==> config.mk <==
export PLATFORM = sky130hd
export DESIGN_NAME = mips_id_ex_stage
export DESIGN_NICKNAME = d
export VERILOG_FILES = /design/src/rtl/mips_pkg.sv /design/src/rtl/mips_forward_unit.sv /design/src/rtl/mips_id_ex_stage.sv
export SDC_FILE = /design/constraint.sdc
export NUM_CORES = 1
export LEC_CHECK = 0
export ABC_AREA = 1
export BUFFER_PORTS_ARGS = -buffer_cell sky130_fd_sc_hd__buf_2
export CAP_MARGIN = 10
export CORE_AREA = 2 2 166 168
export DETAILED_ROUTE_END_ITERATION = 6
export DIE_AREA = 0 0 168 170
export PLACE_DENSITY_LB_ADDON = 0.25
export SYNTH_ARGS = -nofsm -noshare
export SYNTH_HDL_FRONTEND = slang
export SYNTH_SLANG_ARGS = --single-unit
==> constraint.sdc <==
create_clock -name clk -period 2.13 [get_ports clk]
set_clock_uncertainty 0.05 [all_clocks]
set_input_delay 0.426 -clock clk [delete_from_list [all_inputs] [get_ports clk]]
set_output_delay 0.426 -clock clk [all_outputs]
set_load 0.005 [all_outputs]
==> src/rtl/mips_pkg.sv <==
`default_nettype none
// ============================================================================
//  Module      : mips_pkg
//  Description : Shared constants and types for the MIPS ID/EX stage:
//                ALU control encodings, datapath width defaults and the
//                registered control bundle with its bubble value.
//  Revision    : 1.0 - initial release
// ============================================================================
package mips_pkg;

    // Datapath width defaults
    localparam int DATA_W_DEFAULT   = 32;
    localparam int REG_W_DEFAULT    = 5;
    localparam int ALUCTL_W_DEFAULT = 4;

    // ALU control encodings understood by MIPS_ALU
    localparam logic [3:0] ALU_AND = 4'b0000;
    localparam logic [3:0] ALU_OR  = 4'b0001;
    localparam logic [3:0] ALU_ADD = 4'b0010;
    localparam logic [3:0] ALU_SUB = 4'b0110;
    localparam logic [3:0] ALU_SLT = 4'b0111;

    // Single-bit control carried from ID into EX
    typedef struct packed {
        logic valid;
        logic alu_src;
        logic reg_dst;
        logic reg_write;
        logic mem_read;
        logic mem_write;
        logic mem_to_reg;
    } ex_ctrl_t;

    // A bubble is an invalid slot with every side effect disabled
    localparam ex_ctrl_t BUBBLE_CTRL = '0;

endpackage : mips_pkg
`default_nettype wire

==> src/rtl/mips_forward_unit.sv <==
`default_nettype none
// ============================================================================
//  Module      : mips_forward_unit
//  Description : Selects the freshest value for one EX source register,
//                preferring EX/MEM over MEM/WB over the latched RF data.
//                Register $0 is never forwarded.
//  Revision    : 1.0 - initial release
// ============================================================================
module mips_forward_unit
    import mips_pkg::*;
#(
    parameter int DATA_W = DATA_W_DEFAULT,
    parameter int REG_W  = REG_W_DEFAULT
) (
    input  logic [REG_W-1:0]  src_reg_i,
    input  logic              exmem_reg_write_i,
    input  logic [REG_W-1:0]  exmem_rd_i,
    input  logic [DATA_W-1:0] exmem_result_i,
    input  logic              memwb_reg_write_i,
    input  logic [REG_W-1:0]  memwb_rd_i,
    input  logic [DATA_W-1:0] memwb_result_i,
    input  logic [DATA_W-1:0] default_data_i,
    output logic [DATA_W-1:0] data_o
);

    logic w_exmem_hit;
    logic w_memwb_hit;

    assign w_exmem_hit = exmem_reg_write_i && (exmem_rd_i != '0) && (exmem_rd_i == src_reg_i);
    assign w_memwb_hit = memwb_reg_write_i && (memwb_rd_i != '0) && (memwb_rd_i == src_reg_i);

    // Younger producer (EX/MEM) wins over older one (MEM/WB)
    always_comb begin
        if (w_exmem_hit)      data_o = exmem_result_i;
        else if (w_memwb_hit) data_o = memwb_result_i;
        else                  data_o = default_data_i;
    end

endmodule : mips_forward_unit
`default_nettype wire

==> src/rtl/mips_id_ex_stage.sv <==
`default_nettype none
// ============================================================================
//  Module      : mips_id_ex_stage
//  Description : ID/EX pipeline register with flush/stall/load-use bubble
//                insertion and combinational EX operand forwarding feeding
//                MIPS_ALU.
//  Revision    : 1.0 - initial release
// ============================================================================
module mips_id_ex_stage
    import mips_pkg::*;
#(
    parameter int DATA_W   = DATA_W_DEFAULT,
    parameter int REG_W    = REG_W_DEFAULT,
    parameter int ALUCTL_W = ALUCTL_W_DEFAULT
) (
    input  logic                clk,
    input  logic                rst_n,
    input  logic                stall_i,
    input  logic                flush_i,
    input  logic                id_valid_i,
    input  logic [DATA_W-1:0]   id_rs_data_i,
    input  logic [DATA_W-1:0]   id_rt_data_i,
    input  logic [DATA_W-1:0]   id_imm_i,
    input  logic [REG_W-1:0]    id_rs_i,
    input  logic [REG_W-1:0]    id_rt_i,
    input  logic [REG_W-1:0]    id_rd_i,
    input  logic                id_uses_rt_i,
    input  logic [ALUCTL_W-1:0] id_alu_ctl_i,
    input  logic                id_alu_src_i,
    input  logic                id_reg_dst_i,
    input  logic                id_reg_write_i,
    input  logic                id_mem_read_i,
    input  logic                id_mem_write_i,
    input  logic                id_mem_to_reg_i,
    input  logic                exmem_reg_write_i,
    input  logic [REG_W-1:0]    exmem_rd_i,
    input  logic [DATA_W-1:0]   exmem_result_i,
    input  logic                memwb_reg_write_i,
    input  logic [REG_W-1:0]    memwb_rd_i,
    input  logic [DATA_W-1:0]   memwb_result_i,
    output logic                hazard_stall_o,
    output logic                ex_valid_o,
    output logic [DATA_W-1:0]   alu_a_o,
    output logic [DATA_W-1:0]   alu_b_o,
    output logic [ALUCTL_W-1:0] alu_ctl_o,
    output logic [DATA_W-1:0]   store_data_o,
    output logic [REG_W-1:0]    write_reg_o,
    output logic                ex_reg_write_o,
    output logic                ex_mem_read_o,
    output logic                ex_mem_write_o,
    output logic                ex_mem_to_reg_o
);

    ex_ctrl_t            ctrl_q,    ctrl_d;
    logic [ALUCTL_W-1:0] alu_ctl_q, alu_ctl_d;
    logic [DATA_W-1:0]   rs_data_q, rs_data_d;
    logic [DATA_W-1:0]   rt_data_q, rt_data_d;
    logic [DATA_W-1:0]   imm_q,     imm_d;
    logic [REG_W-1:0]    rs_q,      rs_d;
    logic [REG_W-1:0]    rt_q,      rt_d;
    logic [REG_W-1:0]    rd_q,      rd_d;

    logic                w_load_use;
    logic                w_bubble;
    logic                w_load;
    logic [DATA_W-1:0]   w_fwd_a;
    logic [DATA_W-1:0]   w_fwd_b;

    // A load in EX whose rt is needed by the instruction in ID cannot be
    // forwarded in time; the consumer must wait one cycle.
    assign w_load_use = ctrl_q.valid && ctrl_q.mem_read && (rt_q != '0) &&
                        ((rt_q == id_rs_i) || (id_uses_rt_i && (rt_q == id_rt_i)));

    // Flush beats stall; stall beats the load-use bubble
    assign w_bubble = flush_i || (!stall_i && w_load_use);
    assign w_load   = !flush_i && !stall_i && !w_load_use;

    // Next-state selection: bubble, hold or capture the decode slot
    always_comb begin
        ctrl_d    = ctrl_q;
        alu_ctl_d = alu_ctl_q;
        rs_data_d = rs_data_q;
        rt_data_d = rt_data_q;
        imm_d     = imm_q;
        rs_d      = rs_q;
        rt_d      = rt_q;
        rd_d      = rd_q;
        if (w_bubble) begin
            ctrl_d    = BUBBLE_CTRL;
            alu_ctl_d = '0;
            rs_data_d = '0;
            rt_data_d = '0;
            imm_d     = '0;
            rs_d      = '0;
            rt_d      = '0;
            rd_d      = '0;
        end else if (w_load) begin
            ctrl_d.valid      = id_valid_i;
            ctrl_d.alu_src    = id_alu_src_i;
            ctrl_d.reg_dst    = id_reg_dst_i;
            ctrl_d.reg_write  = id_reg_write_i && id_valid_i;
            ctrl_d.mem_read   = id_mem_read_i  && id_valid_i;
            ctrl_d.mem_write  = id_mem_write_i && id_valid_i;
            ctrl_d.mem_to_reg = id_mem_to_reg_i;
            alu_ctl_d         = id_alu_ctl_i;
            rs_data_d         = id_rs_data_i;
            rt_data_d         = id_rt_data_i;
            imm_d             = id_imm_i;
            rs_d              = id_rs_i;
            rt_d              = id_rt_i;
            rd_d              = id_rd_i;
        end
    end

    // ID/EX register bank with asynchronous clear
    always_ff @(posedge clk or negedge rst_n) begin
        if (!rst_n) begin
            ctrl_q    <= BUBBLE_CTRL;
            alu_ctl_q <= '0;
            rs_data_q <= '0;
            rt_data_q <= '0;
            imm_q     <= '0;
            rs_q      <= '0;
            rt_q      <= '0;
            rd_q      <= '0;
        end else begin
            ctrl_q    <= ctrl_d;
            alu_ctl_q <= alu_ctl_d;
            rs_data_q <= rs_data_d;
            rt_data_q <= rt_data_d;
            imm_q     <= imm_d;
            rs_q      <= rs_d;
            rt_q      <= rt_d;
            rd_q      <= rd_d;
        end
    end

    mips_forward_unit #(.DATA_W(DATA_W), .REG_W(REG_W)) u_fwd_rs (
        .src_reg_i         (rs_q),
        .exmem_reg_write_i (exmem_reg_write_i),
        .exmem_rd_i        (exmem_rd_i),
        .exmem_result_i    (exmem_result_i),
        .memwb_reg_write_i (memwb_reg_write_i),
        .memwb_rd_i        (memwb_rd_i),
        .memwb_result_i    (memwb_result_i),
        .default_data_i    (rs_data_q),
        .data_o            (w_fwd_a)
    );

    mips_forward_unit #(.DATA_W(DATA_W), .REG_W(REG_W)) u_fwd_rt (
        .src_reg_i         (rt_q),
        .exmem_reg_write_i (exmem_reg_write_i),
        .exmem_rd_i        (exmem_rd_i),
        .exmem_result_i    (exmem_result_i),
        .memwb_reg_write_i (memwb_reg_write_i),
        .memwb_rd_i        (memwb_rd_i),
        .memwb_result_i    (memwb_result_i),
        .default_data_i    (rt_data_q),
        .data_o            (w_fwd_b)
    );

    assign hazard_stall_o  = w_load_use;
    assign ex_valid_o      = ctrl_q.valid;
    assign alu_a_o         = w_fwd_a;
    assign alu_b_o         = ctrl_q.alu_src ? imm_q : w_fwd_b;
    assign alu_ctl_o       = alu_ctl_q;
    assign store_data_o    = w_fwd_b;
    assign write_reg_o     = ctrl_q.reg_dst ? rd_q : rt_q;
    assign ex_reg_write_o  = ctrl_q.reg_write;
    assign ex_mem_read_o   = ctrl_q.mem_read;
    assign ex_mem_write_o  = ctrl_q.mem_write;
    assign ex_mem_to_reg_o = ctrl_q.mem_to_reg;

endmodule : mips_id_ex_stage
`default_nettype wire

==> flow_metrics.env <==
export IMPL_status="finished with violations"
export IMPL_violations="negative setup slack"
export IMPL_yosys_warnings=0
export IMPL_grt_use_total=0.229
export IMPL_final_core_util=0.436
export IMPL_tightest_slew_ns=0.487
export IMPL_cts_made_buffers=17
export IMPL_yosysMostFrequentCell="nand2_1"
export IMPL_finalPower_w=0.00754
export IMPL_io_pins=314
export IMPL_r2r_end="rt_data_q[30]$_DFFE_PN0P_"
export IMPL_p_per_area_mw_per_mm2=649
export IMPL_worstSetupEndpointType="output pin"
export IMPL_drv_cap=0
export IMPL_final_period_utilization=1.22
export IMPL_hpwlAfterDp_um=24300
export IMPL_reg2reg_from="rt_q[0]$_DFFE_PN0P_"
export IMPL_synthFlopType="dfrtp_1"
export IMPL_synthArstFlopShare=1.00
export IMPL_dieArea_mm2=0.0286
export IMPL_ant_nets=0
export IMPL_die_w_um=168
export IMPL_finalSetupViolations=97
export IMPL_yosys_area_top_type_share=0.386
export IMPL_cp_max_fo=10
export IMPL_final_area_mm2=0.0116
export IMPL_grt_pass1_vias=8602
export IMPL_cts_buffer_depth=2
export IMPL_cp_startpoint="rt_q[0]$_DFFE_PN0P_"
export IMPL_critPathTopFamily="simple AND/OR/NAND/NOR gates"
export IMPL_rows=60
export IMPL_drive_above_1_share=0.367
export IMPL_clk_latency_ns=0.43
export IMPL_min_path_cells=3
export IMPL_drc=0
export IMPL_arrival_ns=2.13
export IMPL_synth_top_cells_by_area="dfrtp_1, nand2_1, nand3_1"
export IMPL_switching_share=0.302
export IMPL_post_place_ws_ns=-0.241
export IMPL_syn_cell_area_mm2=0.00791
export IMPL_syn_avg_cell_area_um2=6.86
export IMPL_drv_slew=0
export IMPL_pwr_share_comb=0.228
export IMPL_fin_nets=1670
export IMPL_grt_overflow=0
export IMPL_power_switching_w=0.00228
export IMPL_syn_nets=1356
export IMPL_setup_slack_ns=-0.474
export IMPL_initial_core_util=0.297
export IMPL_path_cells="xnor2_2 > nand2_2 > nor2_4 > nand3_4 > clkbuf_16 > nand2_1 > nand3_1 > and2_1 > buf_2"
export IMPL_placed_area_mm2=0.0101
export IMPL_finalHoldViolCount=0
export IMPL_clk_pin_slew_worst_paths_ns=0.07
export IMPL_grt_pass1_wl_um=50200
export IMPL_synth_cells=1153
export IMPL_internal_power_w=0.00526
export IMPL_rsz0062_at_grt="yes"
export IMPL_max_slew_margin_rel=0.675
export IMPL_drtPass1Iterations=6
export IMPL_portBuffers=313
export IMPL_cp_slowest_cell="dfrtp_2"
export IMPL_synth_largest_area_cell="dfrtp_1"
export IMPL_ctsHtreeMaxLevel=4
export IMPL_crit_type="reg2out"
export IMPL_start_kind="flip-flop"
export IMPL_drt_iter0_markers=715
export IMPL_tritoncts="built"
export IMPL_routed_wl_um=34800
export IMPL_max_vdd_ir_drop_mv=0.318
export IMPL_worstRegToRegCells=12
export IMPL_syn2layout_area_growth_pct=46.8
export IMPL_die_y_um=170
export IMPL_cts_root_buf="clkbuf_16"
export IMPL_synth_edf_count=0
export IMPL_min_to="alu_ctl_o[2]$_DFFE_PN0P_"
export IMPL_ys_seq_elements=122
export IMPL_cpPeakStageDelay_ns=0.45
export IMPL_ys_seq_area_frac=0.386
export IMPL_layout_min_cycle_time_ns=2.60
export IMPL_antenna_found_initial=10
export IMPL_fmax_ghz=0.384
export IMPL_seq_power_share=0.339
export IMPL_vias=9106
export IMPL_cts_sinks=122
export IMPL_routabilityCongestion=0.879
export IMPL_reg2reg_setup_slack_ns=0.04
export IMPL_core_region_area_mm2=0.0267
export IMPL_clkPwrFrac=0.433
export IMPL_min_path_type="in2reg"
export IMPL_wl_per_cell_um=19.1
export IMPL_synthDistinctLibCells=29
export IMPL_min_delay_start="id_alu_ctl_i[2]"
export IMPL_synthTopCellsByCount="nand2_1, nand3_1, o21ai_0, dfrtp_1, inv_1"
export IMPL_worst_path_buf_inv=2
export IMPL_via_per_inst=4.98
export IMPL_cp_required_ns=1.65
export IMPL_p_leak_nw=6.19
export IMPL_setup_tns_ns=-39.01
export IMPL_grt_max_degree=100
## power by group through the flow
stage	Clock (W)	Combinational (W)	Sequential, W
after CTS	0.00331	0.00157	0.00254
after global placement	0	0.00153	0.00258
after floorplan	0	0.000732	0.00256
after detailed placement	0	0.00154	0.00258
final	0.00327	0.00172	0.00255
after global routing	0.00342	0.00188	0.00257
## metal layers
metal	global-route usage	vias to the layer above	wire [um]
met1	0.311	4333	15400
met5	0	-	44
li1	-	4351	-
met4	0.0620	6	697
met3	0.0502	52	2250
met2	0.369	364	16500
## worst max path at each step
stage                        to  slack (ns)  cells past startpoint
6_report       store_data_o[22]       -0.47                      9
4_1_cts             alu_a_o[29]       -0.47                      9
2_1_floorplan  store_data_o[21]        0.24                      7
3_5_place_dp         alu_a_o[3]       -0.24                     10
5_1_grt             alu_a_o[13]       -0.59                      9
3_3_place_gp         alu_a_o[3]       -0.26                     11
## through the flow
| stage | hold slack (ns) | std cells |
|---|---|---|
| global placement | 0.309 | 1769 |
| floorplan | 0.0804 | 1153 |
| finish | 0.209 | 1828 |
| detailed placement | 0.309 | 1769 |
| CTS | 0.198 | 1808 |
| global route | 0.197 | 1824 |
## cells by family (layout without fill, tap and decap cells)
family	after synthesis	after routing	share of synthesized area
compound gates	155	155	0.108
xor+xnor	26	26	0.0288
buf+inv	196	523	0.107
flops	122	122	0.386
mux	2	2	0.00285
other cells	0	7	0
simple gates	652	652	0.368
## layout by cell type, fill, tap and decap left out, types with 9 or more instances in the layout
cell and n:
and2_4 10, nand2_1 368, nor2_1 11, inv_1 107, buf_12 19, o21ai_2 25
and2_1 22, xnor2_1 9, o21ai_0 109, nand3_2 47, nand4_1 36, clkbuf_16 23
buf_2 304, nand2_2 15, o21ai_1 21, buf_4 25, dfrtp_1 120, nand2_4 11
nand3_1 116, buf_6 22, xor2_1 15
## worst min-delay path: cells and delay by family
| kind | cells | cell delay (ns) |
|---|---|---|
| compound gates | 1 | 0.07 |
| simple gates | 1 | 0.05 |
| buf+inv | 1 | 0.09 |
## area by class of cell
cell class / instances / area [um^2]
clock buffers: 20 / 467
well taps: 341 / 427
multi-input cells: 835 / 4490
diodes: 7 / 17.5
inverters: 111 / 420
fillers: 2767 / 15000
repair buffers: 380 / 2550
flip-flops and latches: 122 / 3060
clock inverters: 12 / 185
## state kept, by name, indices dropped and copies added (netlist names)
signal,cells
alu_ctl_o,4
ex_mem_read_o,1
ex_mem_write_o,1
rt_q,5
rs_data_q,32
imm_q,32
ex_reg_write_o,1
rt_data_q,32
ex_valid_o,1
ex_mem_to_reg_o,1
ctrl_q,2
rs_q,5
rd_q,5
## what timing repair did
action	in CTS	in global routing
setup buffers	8	6
endpoints found under the setup margin	97	103
hold endpoints to repair	31	0
pin swaps	7	32
cloned	0	7
hold buffers	1	0
gates resized for setup	32	124
(Power assumes the default switching activity.)
